## config.mk

```make
export PLATFORM = sky130hd
export DESIGN_NAME = led_counter_ctrl
export DESIGN_NICKNAME = d
export VERILOG_FILES = /design/src/rtl/led_counter_ctrl.sv
export SDC_FILE = /design/constraint.sdc
export NUM_CORES = 1
export LEC_CHECK = 0
export CAP_MARGIN = 30
export CORE_AREA = 4 4 108 110
export CTS_CLUSTER_DIAMETER = 30
export DETAILED_ROUTE_END_ITERATION = 8
export DIE_AREA = 0 0 112 114
export HOLD_SLACK_MARGIN = 0.06
export PLACE_DENSITY = 0.65
export SLEW_MARGIN = 5
export SYNTH_ARGS = -nofsm -noshare
export SYNTH_HDL_FRONTEND = slang
export SYNTH_SLANG_ARGS = --single-unit
```

## constraint.sdc

```tcl
create_clock -name clk -period 4.4 [get_ports clk]
set_clock_uncertainty 0.05 [all_clocks]
set_input_delay 1.1 -clock clk [delete_from_list [all_inputs] [get_ports clk]]
set_output_delay 1.1 -clock clk [all_outputs]
set_load 0.02 [all_outputs]
```

## src/rtl/led_counter_ctrl.sv

```systemverilog
`default_nettype none
// +----------------------------------------------------------------------+
// | led_counter_ctrl: switch sync/debounce, command FSM, prescaled LED    |
// | counter.  Rev 1.0                                                     |
// +----------------------------------------------------------------------+
module led_counter_ctrl #(
  parameter int BITS      = 4,
  parameter int LOG2DELAY = 26,
  parameter int DEB_BITS  = 16
) (
  input  logic       clk,
  input  logic       rst_n,
  input  logic [7:0] sw,
  output logic [7:0] led
);

  localparam logic [1:0] IDLE  = 2'd0;
  localparam logic [1:0] RUN   = 2'd1;
  localparam logic [1:0] STEP  = 2'd2;
  localparam logic [1:0] CLEAR = 2'd3;

  localparam logic [DEB_BITS-1:0]  DEB_MAX   = '1;
  localparam logic [LOG2DELAY-1:0] PRESC_ALL = '1;
  localparam logic [BITS-1:0]      CNT_MAX   = '1;

  logic [7:0]           sw_meta;
  logic [7:0]           sw_s;
  logic [7:0]           sw_s_prev;
  logic [7:0]           sw_d;
  logic [7:2]           sw_d_prev;
  logic [DEB_BITS-1:0]  deb_cnt;
  logic                 deb_load;

  logic [LOG2DELAY-1:0] presc;
  logic [LOG2DELAY-1:0] presc_mask;
  logic                 rate_chg;
  logic                 tick;

  logic                 step_p;
  logic                 clear_p;
  logic [1:0]           state;
  logic [1:0]           state_nx;
  logic                 advance;
  logic                 running;

  logic [BITS-1:0]      count;
  logic [3:0]           count_vis;
  logic                 wrap;
  logic                 toggle;

  // Load only once sw_s has held still for the full window, including this cycle.
  assign deb_load = (deb_cnt == DEB_MAX) && (sw_s == sw_s_prev) && (sw_d != sw_s);

  always_ff @(posedge clk or negedge rst_n) begin
    if (!rst_n) begin
      sw_meta   <= 8'h00;
      sw_s      <= 8'h00;
      sw_s_prev <= 8'h00;
      sw_d      <= 8'h00;
      sw_d_prev <= 6'h00;
      deb_cnt   <= '0;
    end else begin
      sw_meta   <= sw;
      sw_s      <= sw_meta;
      sw_s_prev <= sw_s;
      if (sw_s != sw_s_prev) begin
        deb_cnt <= '0;
      end else if (deb_cnt != DEB_MAX) begin
        deb_cnt <= deb_cnt + 1'b1;
      end
      if (deb_load) begin
        sw_d <= sw_s;
      end
      sw_d_prev <= sw_d[7:2];
    end
  end

  assign step_p  = sw_d[2] & ~sw_d_prev[2];
  assign clear_p = sw_d[3] & ~sw_d_prev[3];

  // Terminal count 2^(LOG2DELAY-r)-1; shifts to zero (period 1) once r >= LOG2DELAY.
  assign presc_mask = PRESC_ALL >> sw_d[7:4];
  assign rate_chg   = (sw_d[7:4] != sw_d_prev[7:4]);
  assign tick       = (state == RUN) && !rate_chg && (presc == presc_mask);

  always_ff @(posedge clk or negedge rst_n) begin
    if (!rst_n) begin
      presc <= '0;
    end else if ((state != RUN) || rate_chg || tick) begin
      presc <= '0;
    end else begin
      presc <= presc + 1'b1;
    end
  end

  always_comb begin
    state_nx = state;
    advance  = 1'b0;
    case (state)
      IDLE: begin
        if (clear_p) begin
          state_nx = CLEAR;
        end else if (step_p) begin
          state_nx = STEP;
        end else if (sw_d[0]) begin
          state_nx = RUN;
        end
      end
      RUN: begin
        advance = tick && !clear_p;
        if (clear_p) begin
          state_nx = CLEAR;
        end else if (!sw_d[0]) begin
          state_nx = IDLE;
        end
      end
      STEP: begin
        advance  = 1'b1;
        state_nx = IDLE;
      end
      CLEAR: begin
        state_nx = IDLE;
      end
      default: begin
        state_nx = IDLE;
      end
    endcase
  end

  always_ff @(posedge clk or negedge rst_n) begin
    if (!rst_n) begin
      state   <= IDLE;
      running <= 1'b0;
      count   <= '0;
      wrap    <= 1'b0;
      toggle  <= 1'b0;
    end else begin
      state   <= state_nx;
      running <= (state_nx == RUN);
      if (state == CLEAR) begin
        count  <= '0;
        wrap   <= 1'b0;
        toggle <= 1'b0;
      end else if (advance) begin
        toggle <= ~toggle;
        if (sw_d[1]) begin
          count <= count - 1'b1;
          if (count == '0) begin
            wrap <= 1'b1;
          end
        end else begin
          count <= count + 1'b1;
          if (count == CNT_MAX) begin
            wrap <= 1'b1;
          end
        end
      end
    end
  end

  generate
    if (BITS >= 4) begin : g_vis_wide
      assign count_vis = count[3:0];
    end else begin : g_vis_narrow
      assign count_vis = {{(4-BITS){1'b0}}, count};
    end
  endgenerate

  assign led = {wrap, toggle, sw_d[1], running, count_vis};

endmodule
`default_nettype wire

```

==> results of run 1 <==
-- worst paths after layout --
check	from	to	slack [ps]	cells past startpoint
min	sw_meta[4]	sw_s[4]	300	0
max reg2reg	sw_d[7]	presc[13]	1570	7
max in group asynchronous	rst_n	presc[17]	3070	2
min reg2reg	sw_meta[4]	sw_s[4]	300	0
max	sw_d[7]	presc[13]	1570	7
min in group asynchronous	rst_n	deb_cnt[15]	640	1
-- stage by stage --
stage          cells  instance area [µm²]
6_report         564                 4840
5_1_grt          564                 4840
4_1_cts          563                 4820
3_5_place_dp     547                 4610
3_3_place_gp     546                 4600
2_1_floorplan    406                 4350
-- worst max-delay path: stages, from the launching register on --
cell and delay, ps:
dfrtp_1 820, nand2_1 240, a2bb2oi_1 200, nor4b_2 440
nand2_1 120, o21ai_2 530, buf_6 240, nor2_1 60
-- area by class of cell --
class / count / area share
Sequential cell: 89 / 0.461
Clock inverter: 7 / 0.0176
Tap cell: 140 / 0.0362
Timing Repair Buffer: 20 / 0.0427
Inverter: 9 / 0.00699
Clock buffer: 9 / 0.0256
Multi-Input combinational cell: 290 / 0.410
-- sequential cells by signal (all words and copies together) (netlist names) --
| name | count |
|---|---|
| count | 4 |
| deb_cnt | 16 |
| presc | 26 |
| running | 1 |
| state | 2 |
| sw_d | 8 |
| sw_d_prev | 6 |
| sw_meta | 8 |
| sw_s | 8 |
| sw_s_prev | 8 |
| toggle | 1 |
| wrap | 1 |
-- synthesized netlist by cell type (8+ instances only) --
cell type  number
inv_1           9
mux2_2          9
nor3_1         11
nand2_1        24
xnor2_1        15
and3_1         11
xor2_1         44
nand3_1        21
dfrtp_1        89
ha_1            8
o21ai_0        10
a21oi_1        12
buf_2           8
nor2_1         55
-- metal layers --
| metal | global-route usage | vias up | routed length (µm) |
|---|---|---|---|
| li1 | - | 1421 | - |
| met5 | 0 | - | 0 |
| met2 | 0.190 | 65 | 3410 |
| met3 | 0.0318 | 15 | 346 |
| met4 | 0.0489 | 0 | 162 |
| met1 | 0.189 | 1417 | 3790 |
-- kinds of logic (layout without fill, tap and decap cells) --
kind of cell / count (synthesis) / after routing
buffers and inverters: 27 / 45
XOR/XNOR: 59 / 59
AND/OR/NAND/NOR: 158 / 158
multiplexers: 13 / 13
flip-flops: 89 / 89
AO/OA/AOI/OAI: 50 / 50
adder cells (fa/ha/maj): 10 / 10
-- report_power, final --
| group | total [µW] | internal [µW] | switching (µW) |
|---|---|---|---|
| sequential | 836 | 828 | 7.80 |
| combinational | 35.1 | 14.1 | 21.0 |
| clock | 591 | 273 | 318 |
| total | 1460 | 1120 | 347 |
==> results.md, run 1 <==
- Syn. warnings: 0
- # DRC: 0
- Hold Fails Final Rpt: 0
- Number of nets produced by synthesis: 425
- Synth Area in XOR/XNOR: 0.119
- Top_reg_cell synth: dfrtp_1
- Drt total wl: slightly below 8000 µm
- Reg area: ~2200 µm²
- GP Congestion: approximately 0.89
- Worst-Skew Late Latency: between 300 and 400 ps
- Crit path DAT: just over 3000 ps
- Max-Cap Viols: 0
- Filler cell count: a little under 1000
- Top cells by area, synth: dfrtp_1 (51%), xor2_1 (8.9%), nor2_1 (4.7%), xnor2_1 (3.0%), nand3_1 (2.4%)
- Clk sinks: 89
- Fraction of registers with async set/reset: 1.00
- Die height: about 110 µm
- CTS tree: built
- Htree depth: 3
- Avg Synthesized Cell Area: 10.7 µm²
- WP data required: between 4000 and 5000 ps
- Share of cells above drive strength 1: 0.104
- Setup TNS: 0 ps
- Final WS setup: 1570 ps
- Final setup fails: 0
- WS Path Type: reg2reg
- Synth Area in Compound Gates: 0.0837
- CP Launch Type: flip-flop
- Num CTS Buffers: 9
- Top-area cell type share of the netlist area: 0.512
- Most common cell after layout, fill and taps aside: dfrtp_1
- NumNets Final: 438
- DP HPWL: around 5200 µm
- Place WS: about 1600 ps
- IO Pins: 18
- Syn Std Cell Area: approximately 4300 µm²
- Grt total ovfl: 0
- Setup bufs post-CTS: 0
- Final core occ: 0.452
- Pins over their slew limit: 0
- Largest net degree at the start of global routing: 79
- Max FO, Critical Path: 24
- Die Wd: 112 µm
- Via/cell ratio: just over 5
- Worst-path clk slew: roughly 90 ps
- Ant. Diodes: 0
- Number of global-route vias before repair: 2780
- Post-Synth Adder-Cell Area: 0.0302
- Vias: ~2900
- Measured slew at the worst slew-check pin: a little over 800 ps
- Tmin final: around 2800 ps
- Endpoint class of the critical path: flip-flop
- Area delta synth->final: 11.2%
- Largest family of logic cells by synthesized area: simple AND/OR/NAND/NOR gates
- Row count: 38
- Synth Area in Simple Gates: 0.186
- CTS Root Buffer Type: clkbuf_8
- Peak supply drop: roughly 0.17 mV
- Initial Util: 0.407
- Worst hold-check path type: reg2reg
- GRT Overall Usage: 0.130
- WL/cell: between 10 and 15 µm
- Detailed Route Iter0 Violations: 176
- Hold WS: about 300 ps
- Max-slew headroom: 0.455
- Period utilization: 0.642
- Port Buffers: 17
- Post-synthesis cell type count: 55
- RSZ-0062 raised after global routing: no
- Die Area: around 13000 µm²
- Detailed Routing Iterations Pass 1: 4
- Max Buffers Root-to-Sink: 2
- PD cells: about 300 nW/µm²
- Most frequent cells in the layout: dfrtp_1 (89), nor2_1 (55), xor2_1 (44)
- CTS Hold Bufs: 0
- Yosys top cell by area: dfrtp_1
- Leak: 0.00210 µW
- Area of the multi-input gates: between 1500 and 2000 µm²
- Synth Instances: approximately 410
- Mux contribution to synthesized area: 0.0371
- Final antenna-violating net count: 0
- Status: finished, final reports clean
- Max Freq: ~350 MHz
- Yosys reg bits: 89
- CTS-repair resized insts: 0
- Overall Power: approximately 1500 µW
- Core area: ~11000 µm²
- Share of the yosys chip area belonging to registers: 0.512
- Initial antenna violation count: 0
- First-pass GRT wire length: 13600 µm
- EDFF count, synth: 0
Power figures use the tool's default switching activity.
==> run 2: changes to the inputs <==
--- a/config.mk
+++ b/config.mk
@@ -11,7 +11,7 @@
 export DETAILED_ROUTE_END_ITERATION = 8
 export DIE_AREA = 0 0 112 114
 export HOLD_SLACK_MARGIN = 0.06
-export PLACE_DENSITY = 0.65
+export PLACE_DENSITY = 0.67
 export SLEW_MARGIN = 5
 export SYNTH_ARGS = -nofsm -noshare
 export SYNTH_HDL_FRONTEND = slang
==> constraint.sdc (replaced) <==
create_clock -name clk -period 2.28 [get_ports clk]
set_clock_uncertainty 0.05 [all_clocks]
set_input_delay 0.57 -clock clk [delete_from_list [all_inputs] [get_ports clk]]
set_output_delay 0.57 -clock clk [all_outputs]
set_load 0.02 [all_outputs]
==> run 2 against run 1 <==
Wire length rose by 4.8%. First-iteration DRC count fell by 38%. Critical endpoint is now count[0]. Final area rose by 4.8%. Setup slack got worse by 1500 ps. Final cell count rose by 5.7%. Global-route usage rose by 0.27 points.
==> results.md, run 2 (synthesized netlist as in run 1, its figures left out) <==
- Reg2Reg Launch Point: sw_d[5]
- Most frequent cells in the layout: dfrtp_1 (85), nor2_1 (55), xor2_1 (44)
- Share of cells above drive strength 1: 0.175 (+0.0717)
- Final antenna-violating net count: 0 (unchanged)
- Port Buffers: 17 (unchanged)
- Initial antenna violation count: 0 (unchanged)
- Critical Path Start: sw_d[5]
- Num CTS Buffers: 9 (unchanged)
- Hold Fails Final Rpt: 0 (unchanged)
- DP HPWL: 5690 µm (+9.5%)
- Leak: 0.00228 µW (+8.3%)
- Hold WS: 77.5 ps (-225 ps)
- Peak supply drop: 0.281 mV (+63%)
- Clk sinks: 89 (unchanged)
- First-pass GRT wire length: 14000 µm (+2.7%)
- Measured slew at the worst slew-check pin: 541 ps (-272 ps)
- Detailed Route Iter0 Violations: 109 (-38%)
- Die Wd: 112 µm (unchanged)
- Placed Cells incl. Taps: 572 (+4.6%)
- Ant. Diodes: 0 (unchanged)
- Vias: 3053 (+4.6%)
- Worst hold-check path type: in2async
- Top flop regs: presc x26, deb_cnt x16
- Worst-Skew Late Latency: 360 ps (about the same)
- Max Buffers Root-to-Sink: 2 (unchanged)
- IO Pins: 18 (unchanged)
- Htree depth: 3 (unchanged)
- Final non-filler cell total: 596 (+5.7%)
- Endpoint class of the critical path: flip-flop
- GP Congestion: 0.835 (-5.9%)
- Placement Cell Area: 4820 µm² (+4.5%)
- Number of global-route vias before repair: 2946 (+6.0%)
- Reg area: 2230 µm² (+0.22%)
- CTS Root Buffer Type: clkbuf_8
- WS Path Type: reg2reg
- Status: finished, final reports clean
- Area delta synth->final: 16.5%
- Worst-path clk slew: 100 ps (about the same)
- CTS Hold Bufs: 0 (unchanged)
- Post-Layout Inst Area: 5070 µm² (+4.8%)
- Area of the multi-input gates: 2000 µm² (+0.63%)
- Crit path DAT: 2440 ps (-590 ps)
- Period utilization: 0.984 (+0.342)
- Final setup fails: 0 (unchanged)
- Max Freq: 446 MHz (+26%)
- Detailed Routing Iterations Pass 1: 5 (+1)
- Pins over their slew limit: 0 (unchanged)
- # DRC: 0 (unchanged)
- WP data required: 2470 ps (-2130 ps)
- Most common cell after layout, fill and taps aside: dfrtp_1
- Filler cell count: 964 (-2.3%)
- Row count: 38 (unchanged)
- GRT Overall Usage: 0.133 (+0.00267)
- Core area: 10700 µm² (unchanged)
- RSZ-0062 raised after global routing: yes
- Grt total ovfl: 0 (unchanged)
- CTS tree: built
- Die Area: 12800 µm² (unchanged)
- Max FO, Critical Path: 8 (-67%)
- Drt total wl: 8080 µm (+4.8%)
- Tmin final: 2240 ps (-581 ps)
- Die height: 114 µm (unchanged)
- Max-Cap Viols: 0 (unchanged)
- PD cells: 530 nW/µm² (+75%)
- Largest net degree at the start of global routing: 33 (-58%)
- Setup TNS: 0 ps (unchanged)
- Via/cell ratio: 5.12 (-0.99%)
- Initial Util: 0.407 (unchanged)
- Top reg by flops: presc
- WL/cell: 13.6 µm (-0.81%)
- Max-slew headroom: 0.637 (+0.182)
- Final core occ: 0.474 (+0.0218)
- CP Launch Type: flip-flop
- NumNets Final: 470 (+7.3%)
- Max FFs per register: 26 (unchanged)
## run 2: worst max-delay path: stages (launching register included)
cell and delay, ps:
dfrtp_2 470, a21o_1 200, a222oi_1 410, nor4b_4 330, nand3_2 110, o2bb2a_4 270, mux2_4 300
## run 2: what timing repair did
action | in CTS | in global routing
gates cloned | 0 | 0
endpoints found under the setup margin | 5 | 12
pin swaps | 0 | 6
setup buffers | 0 | 8
gates resized for setup | 3 | 4
## run 2: worst paths after layout
kind                                to  slack, ps  cells past startpoint
max                           count[0]         40                      6
min                        deb_cnt[15]         80                      1
max reg2reg                   count[0]         40                      6
min reg2reg                    sw_s[4]        310                      0
max in group asynchronous   sw_meta[6]       1510                      2
min in group clk               sw_s[4]        310                      0
## run 2: where the power goes
part	switching, µW	internal (µW)
combinational	41.1	29.3
sequential	15.8	1600
clock	590	410
total	647	2040
## run 2: layout make-up
type | instances | area share
sequential | 89 | 0.440
multi-input combinational | 290 | 0.394
timing repair buffer | 52 | 0.0894
tap | 140 | 0.0346
clock buffer | 10 | 0.0252
clock inverter | 6 | 0.00987
inverter | 9 | 0.00667
## run 2: through the flow
step	total power, µW	setup WS, ps
floorplan	1660	22.6
global placement	1720	54.5
detailed placement	1720	-56.4
CTS	2720	17.8
global route	2810	-29.6
finish	2690	35.4
## run 2: routing by layer
layer  routed length, µm  up-vias  GRT usage  share of wire
met4                 142        0     0.0385          0.018
met1                3880     1475      0.181           0.48
met5                   0        -          0              0
li1                    -     1491          -              -
met2                3720       74      0.212           0.46
met3                 336       13     0.0340          0.042
